<file path="config.mk">
export PLATFORM = sky130hd
export DESIGN_NAME = pe_array_feeder
export DESIGN_NICKNAME = d
export VERILOG_FILES = /design/src/rtl/pe_array_pkg.sv /design/src/rtl/skew_delay_line.sv /design/src/rtl/pe_array_feeder.sv
export SDC_FILE = /design/constraint.sdc
export NUM_CORES = 2
export LEC_CHECK = 0
export CAP_MARGIN = 10
export CELL_PAD_IN_SITES_DETAIL_PLACEMENT = 1
export CELL_PAD_IN_SITES_GLOBAL_PLACEMENT = 2
export CORE_MARGIN = 2
export CORE_UTILIZATION = 41
export DETAILED_ROUTE_END_ITERATION = 10
export PLACE_DENSITY = 0.85
export SLEW_MARGIN = 20
export SYNTH_ARGS = -nofsm -noshare
export SYNTH_HDL_FRONTEND = slang
export SYNTH_SLANG_ARGS = --single-unit
</file>
<file path="constraint.sdc">
create_clock -name clk -period 4.41 [get_ports clk]
set_input_delay 0.882 -clock clk [delete_from_list [all_inputs] [get_ports clk]]
set_output_delay 0.882 -clock clk [all_outputs]
set_load 0.01 [all_outputs]
</file>
<file path="src/rtl/pe_array_pkg.sv">
// pe_array_pkg
// Shared definitions for the PE-array feeder slice: default operand width,
// default systolic array dimension and the feeder state encoding.
// No ports (package).
package pe_array_pkg;

  localparam int PE_DATA_WIDTH    = 8;
  localparam int PE_SYSTOLIC_SIZE = 16;

  typedef enum logic [1:0] {
    IDLE  = 2'd0,
    READ  = 2'd1,
    DRAIN = 2'd2,
    DONE  = 2'd3
  } feeder_state_t;

endpackage

</file>
<file path="src/rtl/skew_delay_line.sv">
// skew_delay_line
// One lane of operand skew: a DEPTH-stage register pipeline, all stages
// cleared by synchronous active-low reset.
// Ports:
//   clk   - clock
//   rst_n - synchronous active-low reset
//   din   - lane data in
//   dout  - lane data delayed by DEPTH cycles
module skew_delay_line #(
  parameter int DATA_WIDTH = 8,
  parameter int DEPTH      = 1
) (
  input  logic                  clk,
  input  logic                  rst_n,
  input  logic [DATA_WIDTH-1:0] din,
  output logic [DATA_WIDTH-1:0] dout
);

  logic [DATA_WIDTH-1:0] stages [DEPTH];

  always_ff @(posedge clk) begin
    if (!rst_n) begin
      for (int i = 0; i < DEPTH; i++) begin
        stages[i] <= '0;
      end
    end else begin
      stages[0] <= din;
      for (int i = 1; i < DEPTH; i++) begin
        stages[i] <= stages[i-1];
      end
    end
  end

  assign dout = stages[DEPTH-1];

endmodule

</file>
<file path="src/rtl/pe_array_feeder.sv">
// pe_array_feeder
// Reads k_len operand vectors from the IFM and weight buffers and feeds them
// into an S x S systolic array with the diagonal skew the array needs (lane i
// delayed by i+1 registers), plus a one-hot accumulator-start pulse that walks
// along the 2S-1 diagonals.
// Ports:
//   clk, rst_n          - clock, synchronous active-low reset
//   start, k_len        - tile request and reduction length (sampled in IDLE)
//   rd_en, rd_addr      - shared buffer read strobe/address
//   ifm_rd_data         - IFM vector, valid one cycle after rd_en
//   wgt_rd_data         - weight vector, valid one cycle after rd_en
//   left_in, top_in     - skewed row/column operands (zero when idle)
//   set_reg_compute     - per-diagonal accumulator-start pulse
//   busy, done          - tile in progress / one-cycle completion pulse
//   busy_cycles         - only with PE_ARRAY_FEEDER_PERF_EN: saturating count
//                         of busy cycles since reset
module pe_array_feeder
  import pe_array_pkg::*;
#(
  parameter int DATA_WIDTH    = PE_DATA_WIDTH,
  parameter int SYSTOLIC_SIZE = PE_SYSTOLIC_SIZE,
  parameter int ADDR_WIDTH    = 10
) (
`ifdef PE_ARRAY_FEEDER_PERF_EN
  output logic [31:0]                          busy_cycles,
`endif
  input  logic                                 clk,
  input  logic                                 rst_n,
  input  logic                                 start,
  input  logic [ADDR_WIDTH-1:0]                k_len,
  output logic                                 rd_en,
  output logic [ADDR_WIDTH-1:0]                rd_addr,
  input  logic [SYSTOLIC_SIZE*DATA_WIDTH-1:0]  ifm_rd_data,
  input  logic [SYSTOLIC_SIZE*DATA_WIDTH-1:0]  wgt_rd_data,
  output logic [SYSTOLIC_SIZE*DATA_WIDTH-1:0]  left_in,
  output logic [SYSTOLIC_SIZE*DATA_WIDTH-1:0]  top_in,
  output logic [2*SYSTOLIC_SIZE-2:0]           set_reg_compute,
  output logic                                 busy,
  output logic                                 done
);

  localparam int S     = SYSTOLIC_SIZE;
  localparam int NDIAG = 2*S - 1;
  // DRAIN lasts 2S-1 cycles so DONE lands when the last element reaches
  // diagonal 2S-2.
  localparam logic [ADDR_WIDTH-1:0] DRAIN_LAST = ADDR_WIDTH'(NDIAG - 1);

  feeder_state_t         state, next_state;
  logic [ADDR_WIDTH-1:0] cnt;
  logic [ADDR_WIDTH-1:0] k_len_q;
  logic                  rd_en_q;
  logic                  first_q;
  logic [NDIAG-1:0]      diag_sr;

  always_comb begin
    next_state = state;
    rd_en      = 1'b0;
    busy       = 1'b0;
    done       = 1'b0;
    case (state)
      IDLE: begin
        if (start) next_state = (k_len == '0) ? DONE : READ;
      end
      READ: begin
        rd_en = 1'b1;
        busy  = 1'b1;
        if (cnt == k_len_q - ADDR_WIDTH'(1)) next_state = DRAIN;
      end
      DRAIN: begin
        busy = 1'b1;
        if (cnt == DRAIN_LAST) next_state = DONE;
      end
      DONE: begin
        busy       = 1'b1;
        done       = 1'b1;
        next_state = IDLE;
      end
      default: next_state = IDLE;
    endcase
  end

  assign rd_addr = rd_en ? cnt : '0;

  // One counter serves both READ (address) and DRAIN (cycles left); it restarts
  // on every state change so each phase counts from zero.
  always_ff @(posedge clk) begin
    if (!rst_n) begin
      state   <= IDLE;
      cnt     <= '0;
      k_len_q <= '0;
    end else begin
      state <= next_state;
      if (state == IDLE && start) k_len_q <= k_len;
      if (state == IDLE || next_state != state) cnt <= '0;
      else                                      cnt <= cnt + ADDR_WIDTH'(1);
    end
  end

  // rd_en_q marks cycles where buffer data is real; first_q marks element 0,
  // which launches the diagonal pulse one cycle before lane 0 outputs it.
  always_ff @(posedge clk) begin
    if (!rst_n) begin
      rd_en_q <= 1'b0;
      first_q <= 1'b0;
      diag_sr <= '0;
    end else begin
      rd_en_q <= rd_en;
      first_q <= rd_en && (cnt == '0);
      diag_sr <= {diag_sr[NDIAG-2:0], first_q};
    end
  end

  assign set_reg_compute = diag_sr;

  // Buffer data is forced to zero outside valid cycles so stale or undefined
  // buffer contents never enter the skew lines.
  for (genvar i = 0; i < S; i++) begin : g_lane
    logic [DATA_WIDTH-1:0] ifm_lane;
    logic [DATA_WIDTH-1:0] wgt_lane;

    assign ifm_lane = rd_en_q ? ifm_rd_data[i*DATA_WIDTH +: DATA_WIDTH] : '0;
    assign wgt_lane = rd_en_q ? wgt_rd_data[i*DATA_WIDTH +: DATA_WIDTH] : '0;

    skew_delay_line #(.DATA_WIDTH(DATA_WIDTH), .DEPTH(i + 1)) u_ifm_skew (
      .clk  (clk),
      .rst_n(rst_n),
      .din  (ifm_lane),
      .dout (left_in[i*DATA_WIDTH +: DATA_WIDTH])
    );

    skew_delay_line #(.DATA_WIDTH(DATA_WIDTH), .DEPTH(i + 1)) u_wgt_skew (
      .clk  (clk),
      .rst_n(rst_n),
      .din  (wgt_lane),
      .dout (top_in[i*DATA_WIDTH +: DATA_WIDTH])
    );
  end

`ifdef PE_ARRAY_FEEDER_PERF_EN
  always_ff @(posedge clk) begin
    if (!rst_n)                           busy_cycles <= '0;
    else if (busy && busy_cycles != '1)   busy_cycles <= busy_cycles + 32'd1;
  end
`endif

endmodule
</file>
==> impl_metrics.tcl <==
set metrics [dict create \
    hold_class "register to register" \
    avgViaCountPerCell 4.207 \
    r2r-end "cnt[9]" \
    tightest_slew_ns 1.060 \
    cts_resized 0 \
    cts-root-buf "clkbuf_16" \
    finalWorstSetupSlack_ns 0.7514 \
    num_rows 142 \
    coreArea_mm2 0.1503 \
    rrSetupSlack_ns 1.55 \
    fillers 15300 \
    finalWirelength_um 107600 \
    yosys_warnings 0 \
    cts_tree "built" \
    cp.required_ns 3.53 \
    status "finished clean" \
    max_cap_viol_count 0 \
    num-nets-final 5676 \
    holdWs_ns 0.3945 \
    first_global_vias 32880 \
    synth-main-ff-cell "dfxtp_1" \
    grt_pass1_wl_um 172800 \
    min_to "g_lane[14].u_wgt_skew.stages[0][45]" \
    synthCells 5105 \
    worstPathArrival_ns 2.78 \
    ir_worst_vdd_mv 0.3444 \
    crit_path_max_fanout 10 \
    crit_path_top_delay_cell "clkdlybuf4s50_1" \
    overflow 0 \
    ys_seq_area_share_pct 71.78 \
    critical_path.max_stage_delay_ns 0.59 \
    ys_types 45 \
    clkSlewWorstSetupHoldPaths_ns 0.06 \
    gp_congestion 0.7661 \
    cts_sinks 2231 \
    hp-start "g_lane[14].u_wgt_skew.stages[0][37]" \
    postPlaceCellArea_mm2 0.06792 \
    cellPowerDensity_mw_per_mm2 527.7 \
    endpoint_kind "output pin" \
    grt.total_usage_pct 13.81 \
    netlist_area_mm2 0.06222 \
    avgSynthCellArea_um2 12.19 \
    dr.pass1.iters 4 \
    antenna_found_initial 37 \
    grt_max_degree 279 \
    fmax_mhz 273.3 \
    port_buffers 568 \
    cts_max_level 4 \
    ys_ff_latch 2231 \
    clock-skew-final_ns 0.04153 \
    syn_nets 5378 \
    startpoint_type "register" \
    drtIter0Drc 1120 \
    dieArea_mm2 0.1549 \
    async_flop_share_pct 0 \
    fin_area_mm2 0.07535 \
    antenna_left 0 \
    finalCritPeriodShare_pct 82.96 \
    dpl.cell_count 7200 \
    drv_slew 0 \
    cts_made_buffers 217 \
    r2r_cells 8 \
    rr_startpoint "k_len_q[0]" \
    initial_core_util_pct 41.39 \
    clock_latency_ns 0.80 \
    fp.dieH_um 393.6 \
    wl_per_cell_um 14.13 \
    maxSlewHeadroom_pct 29.36 \
    drive_gt1_share_pct 6.427 \
    fp.dieW_um 393.6 \
    ios 569 \
    dp_slack_ns 1.568 \
    drc 0 \
    final_hold_viol_count 0 \
    fin_setup_tns_ns 0 \
    p_leak_nw 31.54 \
    path_class "register to output pin" \
    post-cts-setup-buffers 0 \
    fin_crit_ns 3.659 \
    clockBufferDepth 3 \
    finalSetupViolations 0 \
    area_growth_pct 21.11 \
    cp_cell_sequence "nor2b_1, inv_1, nor2_1, clkdlybuf4s50_1" \
    post-dp-hpwl_um 64550 \
    cts_hold_buffers 0 \
    route.vias.total 32020 \
    rsz0062_at_grt "no" \
    synth-edff-count 0 \
    holdPathStages 1 \
    fin_cells 7611 \
]
[Yosys cell counts (all sizes together), types with 2 or more instances]
cell type | instances | area, µm²
nor2 | 12 | 45.04
buf | 228 | 1708
nand3 | 10 | 50.05
clkbuf | 280 | 1055
and2 | 1960 | 12260
or4 | 3 | 26.27
nor3b | 3 | 22.52
or3 | 2 | 12.51
and4 | 2 | 17.52
ha | 4 | 50.05
nand2 | 25 | 93.84
nor4 | 3 | 33.78
a21oi | 13 | 68.82
o21ai | 4 | 23.77
xor2 | 11 | 96.34
and3 | 259 | 1620
nor4b | 4 | 35.03
dfxtp | 2231 | 44660
nor3 | 14 | 70.07
xnor2 | 7 | 61.31
a32oi | 2 | 17.52
a221o | 2 | 20.02
o211ai | 2 | 15.01
inv | 10 | 37.54
[layout by cell type (no fill, tap or decap), types with 9 or more instances in the layout]
| master | Yosys | final |
|---|---|---|
| dfxtp_1 | 2231 | 2230 |
| and2_1 | 1960 | 1960 |
| clkdlybuf4s50_1 | 0 | 567 |
| and3_1 | 259 | 259 |
| clkbuf_16 | 0 | 218 |
| clkbuf_1 | 279 | 70 |
| clkbuf_8 | 0 | 47 |
| clkinv_2 | 0 | 28 |
| nand2_1 | 25 | 25 |
| bufinv_16 | 0 | 20 |
| nor3_1 | 14 | 14 |
| nor2_1 | 12 | 12 |
| a21oi_1 | 12 | 12 |
| xor2_1 | 11 | 11 |
| buf_4 | 224 | 11 |
| inv_1 | 10 | 10 |
| nand3_1 | 10 | 10 |
| diode_2 | 0 | 9 |
[logic make-up after synthesis]
| family | share of synthesized area (%) |
|---|---|
| AND/OR/NAND/NOR | 23.04 |
| multiplexers | 0.01609 |
| XOR/XNOR | 0.2534 |
| adder cells (fa/ha/maj) | 0.08044 |
| AO/OA/AOI/OAI | 0.3318 |
| buffers and inverters | 4.500 |
| flip-flops | 71.78 |
[area by class of cell]
| class | count | area, µm² | share of cell area, % |
|---|---|---|---|
| Clock buffer | 335 | 6365 | 8.447 |
| Inverter | 10 | 37.54 | 0.04981 |
| Clock inverter | 67 | 1049 | 1.391 |
| Tap cell | 2016 | 2522 | 3.348 |
| Timing Repair Buffer | 587 | 5933 | 7.874 |
| Antenna cell | 9 | 22.52 | 0.02989 |
| Sequential cell | 2231 | 44670 | 59.28 |
| Multi-Input combinational cell | 2356 | 14760 | 19.58 |
[sequential cells by signal, summed over array words and instances (netlist names)]
register	cells
first_q	1
g_lane.u_wgt_skew.stages	1088
set_reg_compute	31
cnt	10
state	2
k_len_q	10
rd_en_q	1
g_lane.u_ifm_skew.stages	1088
[power by group]
group,leakage [nW],internal (mW),switching (mW)
Clock,3.63,11.1,7.53
Sequential,18.0,20.3,0.0623
Combinational,9.93,0.361,0.389
[worst max-delay path, delay by kind of cell (launching register included)]
kind,cells,cell delay [ns]
DFF,1,0.41
and+or+nand+nor,2,0.74
buffers and inverters,2,0.83
[metrics by stage]
step                      util, %  total power, mW
after floorplan                 -            21.16
after global placement      45.18            21.55
after detailed placement    45.18            21.57
after CTS                   50.12            40.46
after global routing        50.12            41.45
final                       50.13            39.76
[per-layer routing]
layer  vias to the layer above  GRT usage, %  part of all wire (%)
met2                       650         22.72                    46
met3                       261         6.291                   9.2
met5                         -             0                  0.31
met4                        52         4.830                   2.7
li1                      16080             -                     -
met1                     14980         15.78                    42
[how the worst max path moves through the flow]
stage / start / endpoint / slack (ns) / cells after the start
after floorplan: k_len_q[1] / cnt[2] / 2.04 / 10
after global placement: rst_n / cnt[4] / 1.57 / 5
after detailed placement: rst_n / cnt[9] / 1.57 / 5
after CTS: state[0] / rd_addr[1] / 0.66 / 4
after global routing: state[0] / rd_addr[0] / 0.50 / 4
final: state[0] / rd_addr[0] / 0.75 / 4
Note: power is estimated with default switching activity, not from simulation.
